$ cat config.mk
export PLATFORM = sky130hd
export DESIGN_NAME = coreapb3_regbank_responder_flat
export DESIGN_NICKNAME = d
export VERILOG_FILES = /design/src/rtl/coreapb3_regbank_pkg.sv /design/src/rtl/coreapb3_regbank_responder_if.sv /design/src/rtl/coreapb3_wait_timer.sv /design/src/rtl/coreapb3_regbank_responder.sv /design/src/flat_wrapper.sv
export SDC_FILE = /design/constraint.sdc
export NUM_CORES = 1
export LEC_CHECK = 0
export CORE_MARGIN = 2
export CORE_UTILIZATION = 45
export CTS_CLUSTER_SIZE = 25
export DETAILED_ROUTE_END_ITERATION = 12
export GPL_TIMING_DRIVEN = 0
export PLACE_DENSITY = 0.8
export SYNTH_ARGS = -nofsm -noshare
export SYNTH_HDL_FRONTEND = slang
export SYNTH_SLANG_ARGS = --single-unit
export TNS_END_PERCENT = 10
$ cat constraint.sdc
create_clock -name PCLK -period 2.4 [get_ports PCLK]
set_clock_uncertainty 0.1 [all_clocks]
set_input_delay 0.48 -clock PCLK [delete_from_list [all_inputs] [get_ports PCLK]]
set_output_delay 0.48 -clock PCLK [all_outputs]
set_load 0.005 [all_outputs]
$ cat src/rtl/coreapb3_regbank_pkg.sv
// Shared types, widths and address decode for the CoreAPB3 register-bank responder.
package coreapb3_regbank_pkg;

    localparam int DATA_W  = 32;
    localparam int WAIT_CW = 4;
    localparam int IDX_W   = 6;

    typedef enum logic {
        ST_IDLE   = 1'b0,
        ST_ACCESS = 1'b1
    } state_e;

    typedef struct packed {
        logic [IDX_W-1:0] idx;
        logic             is_status;
        logic             err;
    } decode_t;

    // Word offset num_regs is the read-only status word; anything past it is unmapped.
    function automatic decode_t decode_addr(input logic [31:0] addr,
                                            input int          num_regs,
                                            input logic        is_write);
        decode_t     d;
        logic [31:0] word;
        word        = {2'b00, addr[31:2]};
        d.idx       = word[IDX_W-1:0];
        d.is_status = (word == 32'(num_regs));
        d.err       = (addr[1:0] != 2'b00) || (word > 32'(num_regs)) || (is_write && d.is_status);
        return d;
    endfunction

endpackage

$ cat src/rtl/coreapb3_regbank_responder_if.sv
// APB3 bus bundle between the CoreAPB3 bridge slot and the register-bank responder.
interface coreapb3_regbank_responder_if
    import coreapb3_regbank_pkg::*;
#(
    parameter int ADDR_WIDTH = 8
) ();

    logic                  PSEL;
    logic                  PENABLE;
    logic                  PWRITE;
    logic [ADDR_WIDTH-1:0] PADDR;
    logic [DATA_W-1:0]     PWDATA;
    logic [DATA_W-1:0]     PRDATA;
    logic                  PREADY;
    logic                  PSLVERR;

    modport master (
        output PSEL, PENABLE, PWRITE, PADDR, PWDATA,
        input  PRDATA, PREADY, PSLVERR
    );

    modport slave (
        input  PSEL, PENABLE, PWRITE, PADDR, PWDATA,
        output PRDATA, PREADY, PSLVERR
    );

endinterface

$ cat src/rtl/coreapb3_wait_timer.sv
// Wait-state counter: loads at setup, counts down during access, flags zero.
module coreapb3_wait_timer
    import coreapb3_regbank_pkg::*;
(
    input  logic               PCLK,
    input  logic               PRESETN,
    input  logic               load_i,
    input  logic [WAIT_CW-1:0] load_val_i,
    input  logic               dec_i,
    output logic               zero_o
);

    logic [WAIT_CW-1:0] cnt_q, cnt_d;

    always_comb begin
        // NOTE: assigning a default first keeps every path driven, so no latch is inferred.
        cnt_d = cnt_q;
        if (load_i) begin
            cnt_d = load_val_i;
        end else if (dec_i && (cnt_q != '0)) begin
            cnt_d = cnt_q - 1'b1;
        end
    end

    always_ff @(posedge PCLK or negedge PRESETN) begin
        // NOTE: sequential state uses non-blocking assignments so all flops update together.
        if (!PRESETN) begin
            cnt_q <= '0;
        end else begin
            cnt_q <= cnt_d;
        end
    end

    assign zero_o = (cnt_q == '0);

endmodule

$ cat src/rtl/coreapb3_regbank_responder.sv
// APB3 completer for one CoreAPB3 slot: NUM_REGS R/W registers, a status word, wait states and PSLVERR.
module coreapb3_regbank_responder
    import coreapb3_regbank_pkg::*;
#(
    parameter int                ADDR_WIDTH  = 8,
    parameter int                NUM_REGS    = 8,
    parameter int                WAIT_STATES = 2,
    parameter logic [DATA_W-1:0] RESET_VAL   = '0
) (
    input  logic                         PCLK,
    input  logic                         PRESETN,
    coreapb3_regbank_responder_if.slave  apb,
    input  logic [DATA_W-1:0]            STATUS_IN,
    output logic [DATA_W*NUM_REGS-1:0]   REGS_OUT,
    output logic [NUM_REGS-1:0]          WR_STROBE
);

    state_e                state_q, state_d;
    logic [ADDR_WIDTH-1:0] paddr;
    decode_t               dec;
    logic                  setup, access_on, cnt_zero, complete, do_write;

    logic [IDX_W-1:0]      idx_q;
    logic                  write_q, err_q;
    logic [DATA_W-1:0]     wdata_q, prdata_q, rd_mux;
    logic [NUM_REGS-1:0]   wr_strobe_q, wr_strobe_d;
    logic [DATA_W-1:0]     regs_q [NUM_REGS];

    assign paddr     = apb.PADDR;
    assign dec       = decode_addr(32'(paddr), NUM_REGS, apb.PWRITE);
    assign setup     = (state_q == ST_IDLE) && apb.PSEL && !apb.PENABLE;
    assign access_on = (state_q == ST_ACCESS) && apb.PSEL && apb.PENABLE;
    assign complete  = access_on && cnt_zero;
    assign do_write  = complete && write_q && !err_q;

    coreapb3_wait_timer u_wait_timer (
        .PCLK       (PCLK),
        .PRESETN    (PRESETN),
        .load_i     (setup),
        .load_val_i (WAIT_CW'(WAIT_STATES)),
        .dec_i      (access_on),
        .zero_o     (cnt_zero)
    );

    // Dropping PSEL in ACCESS abandons the transfer without touching any register.
    always_comb begin
        state_d = state_q;
        case (state_q)
            ST_IDLE:   if (setup) state_d = ST_ACCESS;
            ST_ACCESS: if (!apb.PSEL || complete) state_d = ST_IDLE;
            default:   state_d = ST_IDLE;
        endcase
    end

    always_comb begin
        rd_mux = '0;
        for (int i = 0; i < NUM_REGS; i++) begin
            if (dec.idx == IDX_W'(i)) rd_mux = regs_q[i];
        end
        if (dec.is_status) rd_mux = STATUS_IN;
        if (apb.PWRITE || dec.err) rd_mux = '0;
    end

    always_comb begin
        wr_strobe_d = '0;
        for (int i = 0; i < NUM_REGS; i++) begin
            wr_strobe_d[i] = do_write && (idx_q == IDX_W'(i));
        end
    end

    always_ff @(posedge PCLK or negedge PRESETN) begin
        if (!PRESETN) begin
            state_q     <= ST_IDLE;
            idx_q       <= '0;
            write_q     <= 1'b0;
            err_q       <= 1'b0;
            wdata_q     <= '0;
            prdata_q    <= '0;
            wr_strobe_q <= '0;
        end else begin
            state_q     <= state_d;
            wr_strobe_q <= wr_strobe_d;
            if (setup) begin
                idx_q    <= dec.idx;
                write_q  <= apb.PWRITE;
                err_q    <= dec.err;
                wdata_q  <= apb.PWDATA;
                prdata_q <= rd_mux;
            end
        end
    end

    always_ff @(posedge PCLK or negedge PRESETN) begin
        if (!PRESETN) begin
            // NOTE: this small register file is reset on purpose; downstream logic reads REGS_OUT directly.
            for (int i = 0; i < NUM_REGS; i++) regs_q[i] <= RESET_VAL;
        end else if (do_write) begin
            for (int i = 0; i < NUM_REGS; i++) begin
                if (idx_q == IDX_W'(i)) regs_q[i] <= wdata_q;
            end
        end
    end

    for (genvar g = 0; g < NUM_REGS; g++) begin : g_regs_out
        assign REGS_OUT[DATA_W*g +: DATA_W] = regs_q[g];
    end

    assign WR_STROBE   = wr_strobe_q;
    assign apb.PRDATA  = prdata_q;
    assign apb.PREADY  = complete;
    assign apb.PSLVERR = complete && err_q;

endmodule

$ cat src/flat_wrapper.sv
// flat-port wrapper written by rule: the top's interface ports become plain ports
module coreapb3_regbank_responder_flat import coreapb3_regbank_pkg::*;
#(
    parameter int                ADDR_WIDTH  = 8,
    parameter int                NUM_REGS    = 8,
    parameter int                WAIT_STATES = 2,
    parameter logic [DATA_W-1:0] RESET_VAL   = '0
)
  (PCLK, PRESETN, STATUS_IN, REGS_OUT, WR_STROBE, apb_PSEL, apb_PENABLE, apb_PWRITE, apb_PADDR, apb_PWDATA, apb_PRDATA, apb_PREADY, apb_PSLVERR);
  coreapb3_regbank_responder_if #(.ADDR_WIDTH(ADDR_WIDTH)) apb_i ();
  input  logic PCLK;
  input  logic PRESETN;
  input  logic [DATA_W-1:0] STATUS_IN;
  output logic [DATA_W*NUM_REGS-1:0] REGS_OUT;
  output logic [NUM_REGS-1:0] WR_STROBE;
  input wire logic [$bits(apb_i.PSEL)-1:0] apb_PSEL;
  input wire logic [$bits(apb_i.PENABLE)-1:0] apb_PENABLE;
  input wire logic [$bits(apb_i.PWRITE)-1:0] apb_PWRITE;
  input wire logic [$bits(apb_i.PADDR)-1:0] apb_PADDR;
  input wire logic [$bits(apb_i.PWDATA)-1:0] apb_PWDATA;
  output wire logic [$bits(apb_i.PRDATA)-1:0] apb_PRDATA;
  output wire logic [$bits(apb_i.PREADY)-1:0] apb_PREADY;
  output wire logic [$bits(apb_i.PSLVERR)-1:0] apb_PSLVERR;
  assign apb_i.PSEL = apb_PSEL;
  assign apb_i.PENABLE = apb_PENABLE;
  assign apb_i.PWRITE = apb_PWRITE;
  assign apb_i.PADDR = apb_PADDR;
  assign apb_i.PWDATA = apb_PWDATA;
  assign apb_PRDATA = apb_i.PRDATA;
  assign apb_PREADY = apb_i.PREADY;
  assign apb_PSLVERR = apb_i.PSLVERR;
  coreapb3_regbank_responder #(.ADDR_WIDTH(ADDR_WIDTH), .NUM_REGS(NUM_REGS), .WAIT_STATES(WAIT_STATES), .RESET_VAL(RESET_VAL)) u_core (.PCLK(PCLK), .PRESETN(PRESETN), .apb(apb_i), .STATUS_IN(STATUS_IN), .REGS_OUT(REGS_OUT), .WR_STROBE(WR_STROBE));
endmodule
==> results of run 1 <==
==> metal layers <==
| metal | up-vias | global-route usage (%) |
|---|---|---|
| li1 | 5226 | - |
| met4 | 0 | 16.3 |
| met3 | 187 | 7.79 |
| met1 | 6362 | 41.7 |
| met5 | - | 0 |
| met2 | 783 | 50.7 |
==> cell usage after synthesis, types with 5 or more instances <==
library cell    n
o21ai_0        29
o22ai_1         6
nor2_1         52
a211oi_1        6
buf_2          12
nand2_1       183
buf_4           6
mux2i_1        25
mux2_2        213
a211o_1         7
mux2_1         51
mux4_2         22
inv_1          10
a21oi_1        37
o211ai_1        7
a221oi_1       19
a32o_1         19
dfrtp_1       341
clkbuf_1       62
o31ai_1         5
a22oi_1         5
a2bb2oi_1      21
nand3_1         5
==> registers in the layout, summed over array words and instances (netlist names) <==
signal,cells
u_core.wdata_q,32
u_core.err_q,1
u_core.apb.PRDATA,32
u_core.write_q,1
u_core.u_wait_timer.cnt_q,4
u_core.WR_STROBE,8
u_core.REGS_OUT,256
u_core.idx_q,6
u_core.state_q,1
==> cell type report <==
cell class	instances	area, µm²
clock inverter	14	233
tap	448	561
antenna	2	5.00
clock buffer	55	1150
multi-input combinational	765	6710
inverter	10	37.5
fill	2397	11000
buffer	82	753
sequential	341	8530
timing repair buffer	416	4290
==> how the worst max path moves through the flow <==
stage / to / slack, ps / cells past startpoint
after global routing: apb_PSLVERR / -250 / 7
after CTS: u_core.REGS_OUT[51] / -290 / 12
after floorplan: u_core.REGS_OUT[130] / -70 / 7
after detailed placement: u_core.apb.PRDATA[24] / -1950 / 8
after global placement: u_core.REGS_OUT[103] / -13930 / 1
final: u_core.REGS_OUT[48] / -210 / 9
==> cells by family after synthesis <==
group | after synthesis
compound gates | 172
mux | 311
buf+inv | 94
flops | 341
xor+xnor | 3
fa+ha+maj | 1
simple gates | 278
==> worst reg2reg max path, delay by kind of cell, from the launching register on <==
kind          cells  cell delay, ps
mux               1             300
flops             1             390
buf+inv           4             590
simple gates      4            1120
==> metrics by stage <==
stage | total power, mW | TNS, ps | setup WS (ps)
final | 13.5 | -26300 | -212
after global routing | 13.9 | -33830 | -252
after CTS | 13.5 | -42560 | -288
after detailed placement | 7.10 | -272270 | -1950
after global placement | 7.05 | -5000020 | -13930
after floorplan | 6.54 | -4370 | -74.4
==> power by group <==
part	switching (mW)	total, mW	internal [mW]
Clock	2.42	6.41	3.98
Combinational	0.542	0.919	0.377
Sequential	0.323	6.22	5.90
Total	3.29	13.5	10.3
==> placed cells by master (no fill, tap or decap), types with 4 or more instances in the layout <==
| master | instances |
|---|---|
| clkbuf_8 | 15 |
| mux2i_1 | 25 |
| buf_4 | 27 |
| clkbuf_16 | 45 |
| mux4_2 | 22 |
| mux2_4 | 108 |
| buf_2 | 7 |
| nor2_1 | 50 |
| o31ai_1 | 4 |
| a21oi_1 | 37 |
| a211oi_1 | 6 |
| o21ai_0 | 29 |
| nand2_1 | 183 |
| a221oi_1 | 19 |
| nand3_1 | 4 |
| a211o_1 | 7 |
| dfrtp_1 | 341 |
| buf_16 | 5 |
| a22o_1 | 4 |
| buf_6 | 13 |
| nor2b_1 | 4 |
| clkdlybuf4s50_1 | 366 |
| o22ai_1 | 6 |
| clkbuf_2 | 18 |
| mux2_2 | 146 |
| mux2_1 | 10 |
| clkinv_2 | 4 |
| inv_1 | 8 |
| clkbuf_4 | 7 |
| o211ai_1 | 7 |
| buf_12 | 17 |
| a2bb2oi_1 | 21 |
| bufinv_16 | 6 |
| a22oi_1 | 5 |
| clkbuf_1 | 24 |
| a32o_1 | 19 |
==> repair_timing <==
item                                    4_1_cts  5_1_grt
pin swaps                                    12       10
resized for setup                           251       49
endpoints found under the setup margin      310      315
setup buffers                                23       10
hold endpoints to repair                     47        0
gates cloned                                  3        4
hold buffers                                  1        0
==> summary.txt, run 1 <==
Timing
  • Final Hold Vio Count: 0
  • RSZ-0062 raised after global routing: true
  • Final setup viols: 241
  • Final Max Tran Viols: 0
  • Worst slew margin: 34.6%
  • Post-route worst setup slack: -212 ps
  • Hold WS: 288 ps
  • Worst Tran Pin Value: 978 ps
  • Tmin final: 2610 ps
  • Final worst-path cycle share: 109%
  • Fmax achieved: 383 MHz

Clock network
  • Clock Tree Buf Depth: 3
  • Worst skew pair latency: 530 ps
  • CTS H-tree depth: 2
  • Total CTS buffers: 38
  • Clock sink count: 341
  • Root Buffer: clkbuf_16
  • Reg clk slew, reported paths: 60 ps
  • CTS tree: done

Global routing
  • Gr usage total: 32.2%
  • Vias in the first global route: 13,100
  • Largest net degree at the start of global routing: 116
  • Remaining Overflow, GRT: 0
  • First-pass GRT wire length: 84,500 µm
  • Antenna violations before repair: 2

Routing
  • Drt first pass iters: 6
  • Vias: 12,600
  • Post-route antenna net violation count: 0
  • Drt drc: 0
  • Top Metal Used: met4
  • DR vias/cell: 5.89
  • Post-Route WL: 57,600 µm
  • Avg WL per Cell: 27.0 µm
  • M1 wire length: 22,100 µm
  • DR WL met2: 26,900 µm
  • Metal3 WL: 5620 µm
  • Initial DRC count: 1,160

Synth
  • Post-synthesis adder-cell area fraction: 0.0827%
  • Cells after Synth: 1,200
  • FFs w/ async S/R, synth: 100%
  • Syn_nets: 1,278
  • Post-synth EDFFs: 0
  • Cell variety after synth: 50
  • Ranking of synthesized cells by area: dfrtp_1 (56%), mux2_2 (16%), nand2_1 (4.5%), mux2_1 (3.8%), mux4_2 (3.3%)
  • Cell taking the most area after synthesis: dfrtp_1
  • Register area share after synthesis: 56.4%
  • Syn Area/Cell: 12.6 µm²
  • Synth Area in Compound Gates: 8.16%
  • Main combinational cell family by area after synthesis: multiplexers
  • Post-synthesis xor/xnor area fraction: 0.174%
  • Syn. warnings: 0
  • Synthesis-stage register bit count: 341
  • Synth top area share: 56.4%
  • Dominant synthesized flop cell: dfrtp_1
  • Post-synthesis simple-gate area fraction: 8.04%
  • Post-synthesis mux area share: 24.6%
  • Netlist Area Pre-Place: 0.0151 mm²

Worst setup path
  • Critical path's most frequent cell: buf_6
  • Worst r2r src: u_core.idx_q[5]
  • Worst path required time: 2700 ps
  • Crit. End Element: flip-flop
  • Slowest cell on crit path: or4b_4
  • Reg2reg path depth: 9
  • Crit Reg-Reg Endpoint: u_core.REGS_OUT[48]
  • Worst R2R Setup Slack: -210 ps
  • Critical path buffers and inverters: 4
  • CP startpoint: u_core.idx_q[5]
  • Worst setup SP type: flip-flop
  • Slowest stage delay, CP: 550 ps
  • CP Cell Sequence: or4b_4, nor4_4, buf_6, nand2b_4, nor3b_4, buf_6, buf_12, buf_16, mux2_4
  • Crit path DAT: 2910 ps
  • CP max FO: 5
  • Crit Path Class: reg -> reg
  • Top Family by Delay on Critical Path: simple AND/OR/NAND/NOR gates

Power and ir drop
  • VDD IR-drop max: 0.461 mV
  • Leakage: 10.2 nW
  • Power density over the cells: 608 mW/mm²

Min path
  • WHS Path Cells: 3
  • Hold crit path type: in -> reg
  • Hold path start: apb_PADDR[7]
  • Hold endpoint: u_core.idx_q[5]

Place
  • Final HPWL DP: 38,000 µm
  • Post-Place Cell Area: 0.0195 mm²
  • Final GP Congestion: 0.865
  • IO Port Bufs: 373
  • Placed cells: 2,024

Die
  • Row Count: 67
  • Initial core utilization: 45.5%
  • Die width: 187 µm
  • IO Count: 375
  • Core area: 0.0333 mm²
  • DIE AREA: 0.0351 mm²
  • Die Y: 187 µm

Finish
  • Area added between synthesis and finish: 47.2%
  • Layout cells sized above 1: 27.9%
  • Post-route cell area: 0.0223 mm²
  • Post-Layout Cell Count: 2,133
  • NumNets Final: 1,732
  • Final Util: 66.9%

Status
  • Status: finished, violations left
  • Violated checks: negative setup slack

Job
  • Max-cap violation count: 0
Note: power is estimated with default switching activity, not from simulation.
==> run 2: changes to the inputs <==
Settings changed: ABC_AREA set to 1.
==> summary.txt, run 2 <==
Place
  • Final HPWL DP: 44,000 µm (+16%)
  • Final GP Congestion: 0.920 (+6.3%)
  • IO Port Bufs: 374 (+0.27%)

Clock network
  • CTS tree: done
  • CTS H-tree depth: 2 (unchanged)
  • Clock sink count: 341 (unchanged)
  • Reg clk slew, reported paths: 60 ps (about the same)
  • Root Buffer: clkbuf_16
  • Clock Tree Buf Depth: 3 (unchanged)
  • Total CTS buffers: 38 (unchanged)
  • Worst skew pair latency: 530 ps (about the same)

Timing
  • RSZ-0062 raised after global routing: true
  • Hold WS: 362 ps (+74.6 ps)
  • Final worst-path cycle share: 97.6% (-11 points)
  • Tmin final: 2340 ps (-269 ps)
  • Final Hold Vio Count: 0 (unchanged)
  • Fmax achieved: 427 MHz (+11%)
  • TNS Setup: 0 ps (+26,300 ps)
  • Worst slew margin: 45.0% (+10 points)
  • Worst Tran Pin Value: 825 ps (-153 ps)
  • Final setup viols: 0 (-100%)
  • Final Max Tran Viols: 0 (unchanged)

Finish
  • Multi-input logic area: 0.00538 mm² (-20%)
  • Most common cell after layout, fill and taps aside: nand2_1
  • NumNets Final: 2,329 (+34%)
  • Layout cells sized above 1: 7.68% (-20 points)
  • Fillers: 2,755 (+15%)
  • Commonest cells after routing, fill and taps aside: nand2_1 (653), clkdlybuf4s50_1 (371), dfrtp_1 (341), o21ai_0 (279), inv_1 (157)
  • Reg area: 0.00853 mm² (unchanged)
  • Max reg flops: 256 (unchanged)
  • Area added between synthesis and finish: 39.6%

Global routing
  • Largest net degree at the start of global routing: 125 (+7.8%)
  • First-pass GRT wire length: 89,100 µm (+5.5%)
  • Antenna violations before repair: 2 (unchanged)
  • Vias in the first global route: 14,500 (+11%)
  • Remaining Overflow, GRT: 0 (unchanged)
  • Gr usage total: 35.4% (+3.2 points)

Worst setup path
  • Worst path required time: 2770 ps (+70 ps)
  • Crit Path Class: in -> reg
  • Crit. End Element: flip-flop
  • Worst setup SP type: input port
  • CP max FO: 10 (+5)
  • Crit path DAT: 2710 ps (-200 ps)

Synth
  • Syn Area/Cell: 8.13 µm² (-35%)
  • Syn_nets: 1,908 (+49%)
  • Cell variety after synth: 31 (-38%)
  • Synth top area share: 57.3% (+0.93 points)
  • Register area share after synthesis: 57.3% (+0.93 points)
  • Syn. warnings: 0 (unchanged)
  • FFs w/ async S/R, synth: 100% (unchanged)
  • Post-synth EDFFs: 0 (unchanged)
  • Ranking of synthesized cells by area: dfrtp_1 (57%), nand2_1 (17%), o21ai_0 (9.9%), inv_1 (4.0%), nor2_1 (3.3%)
  • Post-synth top cells: nand2_1 (656), dfrtp_1 (341), o21ai_0 (293)
  • Most common cell in the netlist: nand2_1
  • Netlist Area Pre-Place: 0.0149 mm² (-1.6%)
  • Cell taking the most area after synthesis: dfrtp_1
  • Cells after Synth: 1,830 (+53%)
  • Synthesis-stage register bit count: 341 (unchanged)
  • Dominant synthesized flop cell: dfrtp_1

Min path
  • Hold crit path type: reg -> reg

Die
  • IO Count: 375 (unchanged)
  • Die Y: 186 µm (-0.80%)
  • Initial core utilization: 45.8% (+0.28 points)
  • DIE AREA: 0.0345 mm² (-1.6%)
  • Die width: 186 µm (-0.80%)
  • Row Count: 66 (-1.5%)
  • Core area: 0.0325 mm² (-2.2%)

Routing
  • Drt drc: 0 (unchanged)
  • Initial DRC count: 1,776 (+53%)
  • DR vias/cell: 5.61 (-4.8%)
  • Avg WL per Cell: 22.7 µm (-16%)
  • Post-route antenna net violation count: 0 (unchanged)
  • Vias: 15,300 (+22%)
  • Drt first pass iters: 6 (unchanged)
  • Post-Route WL: 62,000 µm (+7.5%)

Power and ir drop
  • Power density over the cells: 618 mW/mm² (+1.5%)
  • VDD IR-drop max: 0.535 mV (+16%)
  • Leakage: 9.46 nW (-7.3%)

Status
  • Status: complete, no violations

Job
  • Max-cap violation count: 0 (unchanged)
run 2: kinds of logic after synthesis:
kind of cell | after synthesis | share of synthesized area [%]
AO/OA/AOI/OAI | 357 | 12.1
adder cells (fa/ha/maj) | 1 | 0.0840
AND/OR/NAND/NOR | 867 | 23.4
buffers and inverters | 264 | 7.08
flip-flops | 341 | 57.3
run 2: routing by layer:
metal  vias up  wire length (µm)  global-route usage, %
li1       6660                 -                      -
met5         -                 0                      0
met1      7319             23200                   45.8
met4         0              3770                   19.4
met2      1063             27400                   53.8
met3       233              7600                   9.92
run 2: final cells by class:
type | count | area share, %
diodes | 2 | 0.0241
plain buffers | 101 | 2.73
repair buffers | 383 | 18.7
clock inverters | 15 | 0.500
well taps | 442 | 2.66
flip-flops and latches | 341 | 41.1
clock buffers | 54 | 5.56
inverters | 161 | 2.91
multi-input cells | 1225 | 25.9
run 2: power by group:
part / switching (mW) / internal, mW / leakage [nW]
Sequential: 0.0701 / 5.90 / 4.69
Combinational: 0.737 / 0.251 / 4.14
Clock: 2.42 / 3.46 / 0.638
Total: 3.22 / 9.61 / 9.46
run 2: per-stage QoR:
step	power [mW]	cell area (µm²)	cells	utilization, %	setup slack (ps)
finish	12.8	20800	2724	63.9	56.8
global route	13.1	20800	2723	63.9	-25.4
CTS	12.8	20600	2719	63.5	-13.9
detailed placement	6.99	19300	2649	59.2	-1270
global placement	6.95	19200	2646	59.0	-13770
floorplan	6.43	14900	1830	-	454
run 2: worst paths after layout:
check / depth (start not counted) / end / slack, ps / startpoint
setup / recovery: 12 / u_core.apb.PRDATA[23] / 60 / apb_PADDR[6]
hold / removal: 1 / u_core.u_wait_timer.cnt_q[3] / 360 / u_core.u_wait_timer.cnt_q[3]
setup reg to reg: 11 / u_core.REGS_OUT[187] / 70 / u_core.u_wait_timer.cnt_q[1]
hold reg to reg: 1 / u_core.u_wait_timer.cnt_q[3] / 360 / u_core.u_wait_timer.cnt_q[3]
max in group asynchronous: 4 / u_core.REGS_OUT[15] / 460 / PRESETN
min in group asynchronous: 2 / u_core.REGS_OUT[0] / 390 / PRESETN
run 2: critical path, cell delays in order:
cell and delay (ps):
clkdlybuf4s50_1 470, nor2_4 240, buf_4 160, nand2_1 60, nor2_1 260, buf_2 410
a21oi_1 130, nand4_1 120, nand2_1 160, nand2_1 120, nand2_1 50, nand2_1 50
run 2: timing repair:
item	CTS	global route
hold endpoints to repair	55	0
hold buffers	1	0
pin swaps	1	5
buffers inserted	1	4
setup endpoints to repair	222	262
resized for setup	49	95
==> run 3: changes to the inputs <==
Settings changed: CAP_MARGIN set to 20.
==> results of run 3 <==
The final DEF is identical to that of run 2; final timing and power are the same.
